[config.mk]
export PLATFORM = sky130hd
export DESIGN_NAME = imem_loader
export DESIGN_NICKNAME = d
export VERILOG_FILES = /design/src/rtl/cpu_pkg.sv /design/src/rtl/imem_loader.sv
export SDC_FILE = /design/constraint.sdc
export NUM_CORES = 1
export LEC_CHECK = 0
export ABC_AREA = 1
export BUFFER_PORTS_ARGS = -buffer_cell sky130_fd_sc_hd__buf_4
export CAP_MARGIN = 0
export CORE_MARGIN = 2
export CORE_UTILIZATION = 40
export CTS_BUF_LIST = sky130_fd_sc_hd__clkbuf_4 sky130_fd_sc_hd__clkbuf_8
export DETAILED_ROUTE_END_ITERATION = 6
export GPL_TIMING_DRIVEN = 0
export PLACE_DENSITY_LB_ADDON = 0.2
export SLEW_MARGIN = 10
export SYNTH_ARGS = -nofsm -noshare
export SYNTH_HDL_FRONTEND = slang
export SYNTH_SLANG_ARGS = --single-unit
export TNS_END_PERCENT = 1
[constraint.sdc]
create_clock -name clk -period 2.13 [get_ports clk]
set_input_delay 0.213 -clock clk [delete_from_list [all_inputs] [get_ports clk]]
set_output_delay 0.213 -clock clk [all_outputs]
set_load 0.05 [all_outputs]
[src/rtl/cpu_pkg.sv]
// Shared definitions for the CPU host-side blocks: FSM state encoding,
// datapath widths and the program-length acceptance rule.
package cpu_pkg;

  localparam int INSTR_W     = 32;
  localparam int IMEM_ADDR_W = 16;

  typedef enum logic [1:0] {
    IDLE  = 2'd0,
    LOAD  = 2'd1,
    DRAIN = 2'd2,
    RUN   = 2'd3
  } state_e;

  // A load must carry at least one word and must fit in the instruction memory.
  function automatic logic len_ok(input logic [IMEM_ADDR_W-1:0] len, input int depth);
    return (len != '0) && ({16'h0000, len} <= 32'(depth));
  endfunction

endpackage

[src/rtl/imem_loader.sv]
// Host-side programming sequencer: streams instruction words into the CPU
// instruction memory at sequential addresses, then releases the CPU via start.
module imem_loader
  import cpu_pkg::*;
#(
  parameter logic [IMEM_ADDR_W-1:0] BASE_ADDR  = 16'h0000,
  parameter int                     ADDR_STEP  = 1,
  parameter int                     IMEM_DEPTH = 256
) (
  input  logic                   clk,
  input  logic                   rst,
  input  logic                   load_req,
  input  logic [IMEM_ADDR_W-1:0] prog_len,
  input  logic                   abort,
  input  logic [INSTR_W-1:0]     word_in,
  input  logic                   word_valid,
  output logic                   word_ready,
  output logic [INSTR_W-1:0]     InstrIn,
  output logic                   I_MEM_Write_Enable,
  output logic [IMEM_ADDR_W-1:0] MEM_Addr,
  output logic                   start,
  output logic                   busy,
  output logic                   done,
  output logic                   err
);

  localparam logic [IMEM_ADDR_W-1:0] STEP = 16'(ADDR_STEP);

  state_e                 state_q,     state_d;
  logic [IMEM_ADDR_W-1:0] len_q,       len_d;
  logic [IMEM_ADDR_W-1:0] cnt_q,       cnt_d;
  logic [IMEM_ADDR_W-1:0] next_addr_q, next_addr_d;
  logic [INSTR_W-1:0]     instr_q,     instr_d;
  logic [IMEM_ADDR_W-1:0] addr_q,      addr_d;
  logic                   we_q,        we_d;
  logic                   start_q,     start_d;
  logic                   done_q,      done_d;
  logic                   err_q,       err_d;
  logic                   word_ready_q, word_ready_d;
  logic                   busy_q,      busy_d;

  logic accept;
  logic req_ok;

  assign accept = word_valid && word_ready_q;
  assign req_ok = len_ok(prog_len, IMEM_DEPTH);

  // NOTE: every signal gets a default before the case so no path leaves it
  // unassigned; a missing default here would infer a latch.
  always_comb begin
    state_d     = state_q;
    len_d       = len_q;
    cnt_d       = cnt_q;
    next_addr_d = next_addr_q;
    instr_d     = instr_q;
    addr_d      = addr_q;
    we_d        = 1'b0;
    start_d     = start_q;
    done_d      = 1'b0;
    err_d       = 1'b0;

    if (abort) begin
      state_d = IDLE;
      start_d = 1'b0;
    end else begin
      unique case (state_q)
        IDLE, RUN: begin
          if (load_req) begin
            if (req_ok) begin
              // Dropping start here stops the CPU before the first write lands.
              state_d     = LOAD;
              start_d     = 1'b0;
              len_d       = prog_len;
              cnt_d       = '0;
              next_addr_d = BASE_ADDR;
            end else begin
              err_d = 1'b1;
            end
          end
        end
        LOAD: begin
          if (accept) begin
            instr_d     = word_in;
            addr_d      = next_addr_q;
            we_d        = 1'b1;
            next_addr_d = next_addr_q + STEP;
            cnt_d       = cnt_q + 16'd1;
            if (cnt_q + 16'd1 == len_q) state_d = DRAIN;
          end
        end
        DRAIN: begin
          done_d  = 1'b1;
          start_d = 1'b1;
          state_d = RUN;
        end
        default: state_d = IDLE;
      endcase
    end

    // Handshake and status flags are registered copies of the next state.
    word_ready_d = (state_d == LOAD);
    busy_d       = (state_d == LOAD) || (state_d == DRAIN);
  end

  // NOTE: sequential state uses non-blocking assignments so every flop samples
  // the pre-edge values regardless of statement order.
  always_ff @(posedge clk or negedge rst) begin
    if (!rst) begin
      state_q      <= IDLE;
      len_q        <= '0;
      cnt_q        <= '0;
      next_addr_q  <= BASE_ADDR;
      instr_q      <= '0;
      addr_q       <= BASE_ADDR;
      we_q         <= 1'b0;
      start_q      <= 1'b0;
      done_q       <= 1'b0;
      err_q        <= 1'b0;
      word_ready_q <= 1'b0;
      busy_q       <= 1'b0;
    end else begin
      state_q      <= state_d;
      len_q        <= len_d;
      cnt_q        <= cnt_d;
      next_addr_q  <= next_addr_d;
      instr_q      <= instr_d;
      addr_q       <= addr_d;
      we_q         <= we_d;
      start_q      <= start_d;
      done_q       <= done_d;
      err_q        <= err_d;
      word_ready_q <= word_ready_d;
      busy_q       <= busy_d;
    end
  end

  assign word_ready         = word_ready_q;
  assign InstrIn            = instr_q;
  assign I_MEM_Write_Enable = we_q;
  assign MEM_Addr           = addr_q;
  assign start              = start_q;
  assign busy               = busy_q;
  assign done               = done_q;
  assign err                = err_q;

endmodule

# Word level (Yosys, flattened, before mapping)
# Index checks and enable logic that the tools add are counted.
[totals]
reg_bits = 104
input_bits = 53
out_inout_bits = 54
word_cells = 64
[op_classes]
addsub = 2
order_cmp = 1
eq_ne = 11
n_mux = 25
n_bitwise = 1
reduce_logical = 12
[ops]
columns = ["op", "count"]
rows = [
  ["$mux W16", 4],
  ["$pmux W16 S2", 2],
  ["$add A16 B1 Y16 const B", 2],
  ["$eq A16 B16 Y1", 1],
  ["$le A16 B9 Y1 const B", 1],
  ["$reduce_bool A16 Y1", 1],
  ["$mux W1", 12],
  ["$mux W2", 5],
  ["$eq A2 B2 Y1 const B", 3],
  ["$ne A2 B2 Y1 const B", 3],
  ["$ne A3 B3 Y1 const B", 2],
  ["$pmux W2 S3", 1],
  ["$reduce_and A3 Y1", 2],
  ["$reduce_and A5 Y1", 1],
  ["$eq A2 B1 Y1 const B", 2],
  ["$reduce_and A4 Y1", 1],
  ["$reduce_bool A3 Y1", 1],
  ["$logic_and A1 B1 Y1", 2],
  ["$logic_not A2 Y1", 1],
  ["$pmux W1 S2", 1],
  ["$reduce_bool A2 Y1", 1],
  ["$reduce_or A2 Y1", 1],
  ["$logic_or A1 B1 Y1", 1],
  ["$not A1 Y1", 1],
]

# Depth between registers and ports, before layout
# Gate-level depths: netlist of run 1.
[depth]
word_depth = 8
mapped_depth = 18
mapped_depth_nobuf = 18

# Worst setup path after synthesis of run 1
# Ideal clock, no wire load.
[synth_timing]
path_type = "register to register"
startpoint = "reg cnt_q[0]"
endpoint = "reg busy_q, in the netlist busy"
setup_time_ps = 113
t_arrival_ps = 1866
required_time_ps = 2017
slack_ps = 151
stages_incl_launch_ff = 17
n_path_buf = 0
period_less_slack_ps = 1979
path_cell_list = "dfrtp_1 ha_1 nand3_1 nor2_2 nand2_1 nand2_1 nand2_1 a21oi_1 nand3_1 nor2_1 nand2_1 nand2_1 nand2_1 nand2_1 nand2_1 ha_1 inv_1"
[synth_via]
elab_chain_cells = 8
word_cells_on_any_way = 9
cone_classes = "add/sub (1); eq/ne (3); mux (4); reduce/logical (1)"
[synth_rtl]
columns = ["item", "line", "text"]
rows = [
  ["from (decl)", "imem_loader.sv:31", "logic [IMEM_ADDR_W-1:0] cnt_q, cnt_d;"],
  ["from (signal assigned)", "imem_loader.sv:124", "cnt_q <= cnt_d;"],
  ["$add A16 B1 Y16 (*)", "imem_loader.sv:88", "if (cnt_q + 16'd1 == len_q) state_d = DRAIN;"],
  ["$eq A16 B16 Y1 (*)", "imem_loader.sv:88", ""],
  ["$mux W2 (*)", "imem_loader.sv:88", ""],
  ["$mux W2 (*)", "imem_loader.sv:82", "if (accept) begin"],
  ["$pmux W2 S3 (*)", "imem_loader.sv:66", "unique case (state_q)"],
  ["$mux W2 (*)", "imem_loader.sv:62", "if (abort) begin"],
  ["$eq A2 B1 Y1 / $eq A2 B2 Y1 (equally long branches)", "imem_loader.sv:102", "busy_d = (state_d == LOAD) || (state_d == DRAIN);"],
  ["$logic_or A1 B1 Y1 (*)", "imem_loader.sv:102", ""],
  ["via busy_d", "imem_loader.sv:40", "logic busy_q, busy_d;"],
  ["to (signal assigned)", "imem_loader.sv:133", "busy_q <= busy_d;"],
  ["to (decl)", "imem_loader.sv:40", ""],
]
# Mark *: on every way through the listed nets, which the timed path passes. The rest lies on a longest branch.
# A chain may end at the register's enable or synchronous reset.

# Worst setup path in the final report of run 1
[layout_timing]
startpoint = "reg cnt_q[1]"
endpoint = "reg busy_q, in the netlist busy"
# Same word-level chain as after synthesis.

==> results of run 1 <==
[cell families (layout without fill, tap and decap cells)]
group | after synthesis | after routing
and+or+nand+nor | 349 | 350
DFF | 104 | 104
buffers and inverters | 97 | 225
AOI/OAI and AO/OA | 71 | 71
xor gates and xnor gates | 12 | 12
adders and majority gates | 5 | 5
[cells in the final DEF (no fill, tap or decap), types with 2 or more instances in the layout]
master / Yosys / layout
nand2_1: 232 / 225
buf_4: 2 / 110
dfrtp_1: 104 / 103
inv_1: 76 / 76
o21ai_0: 47 / 47
nand3_1: 38 / 35
nor2_1: 33 / 31
nand4_1: 20 / 20
a21oi_1: 10 / 10
clkbuf_1: 15 / 10
clkbuf_8: 0 / 10
o31ai_1: 9 / 9
nand2_2: 2 / 7
xor2_1: 7 / 7
nor2_4: 4 / 5
nand3b_1: 5 / 5
nor4_1: 5 / 5
nor2_2: 2 / 4
nor3_1: 4 / 4
buf_2: 1 / 4
buf_6: 1 / 4
ha_1: 5 / 4
nand2_4: 1 / 3
xnor2_1: 3 / 3
nand3_2: 0 / 3
xnor3_1: 2 / 2
and3_1: 2 / 2
a211oi_1: 3 / 2
bufinv_16: 0 / 2
dlygate4sd3_1: 0 / 2
[flip-flops by register name, indices dropped and copies added, names as in the netlist]
name and count:
InstrIn 32, MEM_Addr 16, cnt_q 16, len_q 16, next_addr_q 16, state_q 2, I_MEM_Write_Enable 1, busy 1
done 1, err 1, start 1, word_ready 1
[cells in the mapped netlist (3+ instances only)]
library cell,count
nor2_1,33
nor2_4,4
nor4_1,5
nor3_1,4
ha_1,5
xor2_1,7
nand4_1,20
dfrtp_1,104
inv_1,76
xnor2_1,3
o31ai_1,9
a211oi_1,3
a21oi_1,10
nand3b_1,5
nand2_1,232
nand3_1,38
o21ai_0,47
clkbuf_1,15
[cell type report]
class                   instances  area, um2
plain buffers                  19       92.6
clock buffers                  11        145
clock inverters                 4       77.6
fillers                      1239       6050
inverters                      78        295
multi-input cells             438       2170
flip-flops and latches        104       2600
well taps                     172        215
repair buffers                113        865
[power groups by stage]
stage	Combinational (mW)	Sequential [mW]	Clock, mW
after global routing	3.61	2.94	1.52
after floorplan	1.01	4.03	0
after detailed placement	3.23	2.89	0
after global placement	3.17	2.87	0
after CTS	3.31	2.85	1.45
final	3.34	2.87	1.39
[how the worst min path moves through the flow]
| stage | endpoint | slack, ns | depth (start not counted) |
|---|---|---|---|
| after global placement | InstrIn[21]$_DFFE_PN0P_ | 0.42 | 3 |
| after CTS | InstrIn[31]$_DFFE_PN0P_ | 0.006 | 3 |
| after detailed placement | MEM_Addr[5]$_DFFE_PN0P_ | 0.41 | 1 |
| final | InstrIn[18]$_DFFE_PN0P_ | 0.02 | 3 |
| after global routing | InstrIn[22]$_DFFE_PN0P_ | 0.001 | 3 |
| after floorplan | I_MEM_Write_Enable$_DFF_PN0_ | -0.08 | 0 |
[timing repair]
action / 4_1_cts / 5_1_grt
pin swaps: 3 / 17
hold buffers: 1 / 1
buffers inserted: 4 / 2
setup endpoints to repair: 81 / 83
endpoints found under the hold margin: 80 / 1
gates cloned: 1 / 0
gates resized for setup: 7 / 27
[per-layer routing]
metal  share of wire (%)  track usage, %
met1                  45            25.0
met2                  48            31.3
met3                 5.6            5.29
met4                 2.1            5.96
met5                   0               0
[worst max-delay path, stage by stage, from the launching register on]
cell and delay [ns]:
dfrtp_1 0.40, buf_6 0.12, ha_4 0.15, nand2_4 0.08, nor2_4 0.18, nand4_1 0.18, nand3_1 0.12, nand2_1 0.06
nor2_2 0.09, nand2_1 0.09, nor2_1 0.09, nand2_1 0.08, nand2_1 0.07, nand2_1 0.06, nand2_1 0.07, nand2_1 0.05
ha_1 0.28, inv_1 0.03
==> impl_metrics.csv, run 1 <==
group,metric,value,unit
floorplanning,row_count,41,
route,wirelength,12.9,mm
placed_design,port_buffers,106,
clocking,htreeDepth,3,
floorplanning,initial_utilization,40.5,%
timing,hold_ws,0.0226,ns
clocking,cts_max_path_buffers,2,
synthesis,syn_area,5070,um2
synthesis,synth_top_family_by_area,"simple AND/OR/NAND/NOR gates",
timing,maxSlewViolCount,0,
critical_path,end_kind,"flop",
pwr,p_int,4.22,mW
timing,setup-tns-final,-1.19,ns
grt,grt-ovfl-total,0,
placed_design,placed_area,6080,um2
placed_design,gp_congestion,0.813,
route,via_count,4641,
outcome,violations,"setup timing",
min_path,hold_path_class,"primary input to flop",
clocking,insertion_delay,0.38,ns
timing,min_period,2.31,ns
timing,tightest_slew,0.963,ns
synthesis,netlist_top_cells_area,"dfrtp_1 51%, nand2_1 17%, inv_1 5.6%",
layout,synthToLayoutAreaGrowth,27.5,%
synthesis,synthMuxAreaShare,0,%
min_path,hp-start,"word_in[18]",
synthesis,synthSimpleGateAreaFrac,29.6,%
route,detail-route-antenna-nets,0,
layout,fin_util,51.6,%
route,avgViaCountPerCell,4.94,
route,drt-initial-drc-count,346,
synthesis,syn_inst,638,
timing,finalCritPeriodShare,109,%
timing,fin_skew,0.0116,ns
pwr,fin_total_pwr,7.59,mW
layout,drive_gt1_share,21.1,%
flow_run,drv_cap,0,
placed_design,dp_slack,-0.307,ns
pwr,p_switching,3.38,mW
synthesis,synth_flop_cell,"dfrtp_1",
synthesis,synth_edf_count,0,
synthesis,synthAdderAreaFrac,1.23,%
synthesis,ys_ff_latch,104,
pwr,p_clk_share,18.3,%
clocking,numClockSinks,104,
grt,grt_pass1_wl,20.4,mm
grt,grt.total_usage,19.2,%
pwr,switching_share,44.5,%
synthesis,synth.distinct_cells,30,
grt,grt_max_degree,105,
critical_path,required,2.41,ns
critical_path,cp-startpoint,"cnt_q[1]$_DFFE_PN0P_",
synthesis,async_reset_ff_share,100,%
floorplanning,fp.dieH,117,um
synthesis,synth_nets,696,
critical_path,rrSetupSlack,-0.18,ns
synthesis,synth.avg_cell_area,7.94,um2
pwr,seqPwrFrac,37.8,%
timing,worst_slack,-0.182,ns
clocking,cts_tree,"built",
floorplanning,die_area,13600,um2
synthesis,synth_warnings,0,
pwr,power_density,1170,nW/um2
timing,setup_violations,19,
critical_path,rr_startpoint,"cnt_q[1]$_DFFE_PN0P_",
critical_path,reg2reg_depth,17,
outcome,status,"complete, but fails checks",
floorplanning,core-area,12500,um2
critical_path,arrival,2.59,ns
placed_design,place_hpwl,9.27,mm
route,wl_per_cell,13.8,um
timing,fmax,0.433,GHz
critical_path,r2r_end,"busy$_DFF_PN0_",
timing,hold_violations,0,
floorplanning,fp.dieW,117,um
route,drc,0,
clocking,path_clk_slew,0.10,ns
synthesis,yosys.area.top_type,"dfrtp_1",
synthesis,synth_compound_area_share,7.65,%
floorplanning,num_io_pins,107,
pwr,p_leak,3.34,nW
synthesis,synth-xor-area-share,2.62,%
critical_path,cp_max_fo,5,
layout,antenna_cells,0,
pwr,pwr-share-comb,43.9,%
grt,antenna_found_initial,0,
synthesis,synth_top_area_share,51.3,%
grt,grt_pass1_vias,4320,
layout,stdcell_area,6460,um2
critical_path,cp-start-kind,"flop",
pwr,irDropWorstVdd,0.000526,V
critical_path,crit_end,"busy$_DFF_PN0_",
route,dr.pass1.iters,5,
layout,fin_nets,821,
synthesis,yosysSeqAreaShare,51.3,%
clocking,root_buffer,"clkbuf_8",
layout,final_cells,939,
timing,rsz0062_at_grt,"yes",
placed_design,place_inst,916,
critical_path,crit_type,"flop to flop",
timing,max_slew_margin,35.8,%
clocking,cts_made_buffers,9,
(Power assumes the default switching activity.)
==> inputs of run 2 (changes only) <==
Settings changed: GPL_ROUTABILITY_DRIVEN set to 1, SETUP_SLACK_MARGIN set to 0.2.
==> run 2 against run 1 <==
Net effect:
- the run still ends with setup timing left
- die area is the same
- combinational power about the same
- critical path type unchanged
- via count up 0.24%
- sequential cell count unchanged
- critical path depth rose by 1
- clock skew increased by 0.00061 ns
- global-route usage rose by 0.39 points
- wire length up 0.12%
- final area increased by 2.9%
==> impl_metrics.csv, run 2 (synthesis gave the netlist of run 1 again) <==
group,metric,value,unit
floorplanning,core-area,12500,um2
critical_path,required,2.42,ns
timing,rsz0062_at_grt,"yes",
layout,fin_util,53.1,%
clocking,path_clk_slew,0.11,ns
clocking,cts_max_path_buffers,2,
pwr,irDropWorstVdd,0.000502,V
layout,layout_commonest_cell,"nand2_1",
timing,maxSlewViolCount,0,
route,drt-initial-drc-count,308,
timing,hold_ws,0.0195,ns
timing,hold_violations,0,
critical_path,arrival,2.49,ns
critical_path,crit_type,"flop to flop",
flow_run,drv_cap,0,
layout,synthToLayoutAreaGrowth,31.2,%
floorplanning,num_io_pins,107,
layout,fin_nets,834,
timing,min_period,2.21,ns
clocking,htreeDepth,3,
outcome,violations,"setup timing",
clocking,insertion_delay,0.39,ns
layout,layout_common_cells,"227 x nand2_1, 109 x buf_4, 102 x dfrtp_1",
outcome,status,"complete, but fails checks",
pwr,power_density,1150,nW/um2
timing,tightest_slew,0.952,ns
grt,grt_pass1_wl,20.8,mm
clocking,cts_tree,"built",
route,drc,0,
floorplanning,die_area,13600,um2
timing,finalCritPeriodShare,104,%
critical_path,rr_startpoint,"cnt_q[0]$_DFFE_PN0P_",
floorplanning,fp.dieH,117,um
route,via_count,4652,
floorplanning,fp.dieW,117,um
clocking,numClockSinks,104,
floorplanning,row_count,41,
timing,worst_slack,-0.0752,ns
clocking,cts_made_buffers,9,
critical_path,cp-startpoint,"cnt_q[0]$_DFFE_PN0P_",
layout,drive_gt1_share,22.7,%
layout,largest_reg_flops,32,
min_path,hp-start,"word_in[1]",
timing,setup_violations,1,
grt,grt.total_usage,19.6,%
critical_path,cp-start-kind,"flop",
route,detail-route-antenna-nets,0,
grt,grt-ovfl-total,0,
critical_path,cp_max_fo,5,
critical_path,rrSetupSlack,-0.08,ns
timing,fmax,0.453,GHz
grt,grt_max_degree,105,
route,wl_per_cell,13.6,um
clocking,root_buffer,"clkbuf_8",
grt,antenna_found_initial,0,
route,dr.pass1.iters,5,
layout,final_cells,953,
critical_path,end_kind,"flop",
floorplanning,initial_utilization,40.5,%
min_path,hold_path_class,"primary input to flop",
route,wirelength,12.9,mm
timing,max_slew_margin,36.5,%
timing,fin_skew,0.0123,ns
placed_design,place_inst,916,
placed_design,place_hpwl,9.23,mm
layout,antenna_cells,0,
route,avgViaCountPerCell,4.88,
placed_design,gp_congestion,0.807,
pwr,p_leak,3.41,nW
layout,nFillCells,1225,
placed_design,port_buffers,106,
grt,grt_pass1_vias,4381,
==> run 2: changes by cell type in the layout (fill, tap and decap cells not counted), sizes merged <==
cell and delta:
inv +1, clkinvlp +1, clkbuf -2, clkinv +1, dlygate4sd3 +13
==> run 2: critical path: stages, from the launching register on <==
cell     delay [ns]
dfrtp_1        0.43
ha_4           0.18
nand2_4        0.08
nor2_4         0.16
nand3_2        0.09
nand2_2        0.07
nand2_1        0.07
nand2_1        0.06
nand2_1        0.05
nor2_2         0.11
nand2_1        0.08
nor2_1         0.11
nand2_1        0.08
nand2_1        0.06
nand2_1        0.06
nand2_1        0.06
nand2_1        0.05
ha_1           0.27
inv_1          0.04
==> run 2: cell type report <==
cell class / count / area [um2] / area share, %
well taps: 172 / 215 / 3.24
clock buffers: 9 / 124 / 1.86
inverters: 78 / 295 / 4.44
plain buffers: 19 / 131 / 1.98
repair buffers: 126 / 995 / 15.0
flip-flops and latches: 104 / 2610 / 39.2
clock inverters: 7 / 103 / 1.54
multi-input cells: 438 / 2180 / 32.8
==> run 2: path summary, 6_finish.rpt <==
path	to	cells past startpoint
worst max-delay path	busy$_DFF_PN0_	18
worst min-delay path	InstrIn[1]$_DFFE_PN0P_	3
worst max register to register	busy$_DFF_PN0_	18
worst min register to register	InstrIn[10]$_DFFE_PN0P_	2
max in group asynchronous	cnt_q[2]$_DFFE_PN0P_	2
min in group asynchronous	MEM_Addr[3]$_DFFE_PN0P_	2
==> run 2: report_power, final <==
| group | leakage [nW] | internal, mW | total, mW | switching [mW] |
|---|---|---|---|---|
| logic | 1.88 | 1.04 | 3.36 | 2.32 |
| registers | 1.42 | 2.49 | 2.87 | 0.375 |
| clock network | 0.110 | 0.674 | 1.40 | 0.727 |
==> run 2: what timing repair did <==
item / 4_1_cts / 5_1_grt
hold endpoints to repair: 115 / 3
setup buffers: 4 / 1
hold buffers: 12 / 3
gates cloned: 1 / 0
pin swaps: 8 / 11
setup endpoints to repair: 88 / 85
resized for setup: 29 / 33
==> run 2: layer usage <==
layer	GRT usage [%]	routed length [um]	vias to the layer above	share of wire, %
met5	0	0	-	0
met4	5.73	174	0	1.3
met3	5.55	639	16	4.9
met2	32.1	6250	119	48
met1	25.5	5880	2203	45
li1	-	-	2314	-
==> run 2: per-stage QoR <==
step                instance area (um2)  setup TNS (ns)  worst slack, ns  total power, mW
floorplan                          5070               0            0.151             5.04
global placement                   6080           -3.87           -0.221             6.04
detailed placement                 6080           -7.88           -0.287             6.11
CTS                                6540         -0.0829          -0.0829             7.66
global route                       6650           -3.13           -0.313             8.14
finish                             6650         -0.0752          -0.0752             7.63
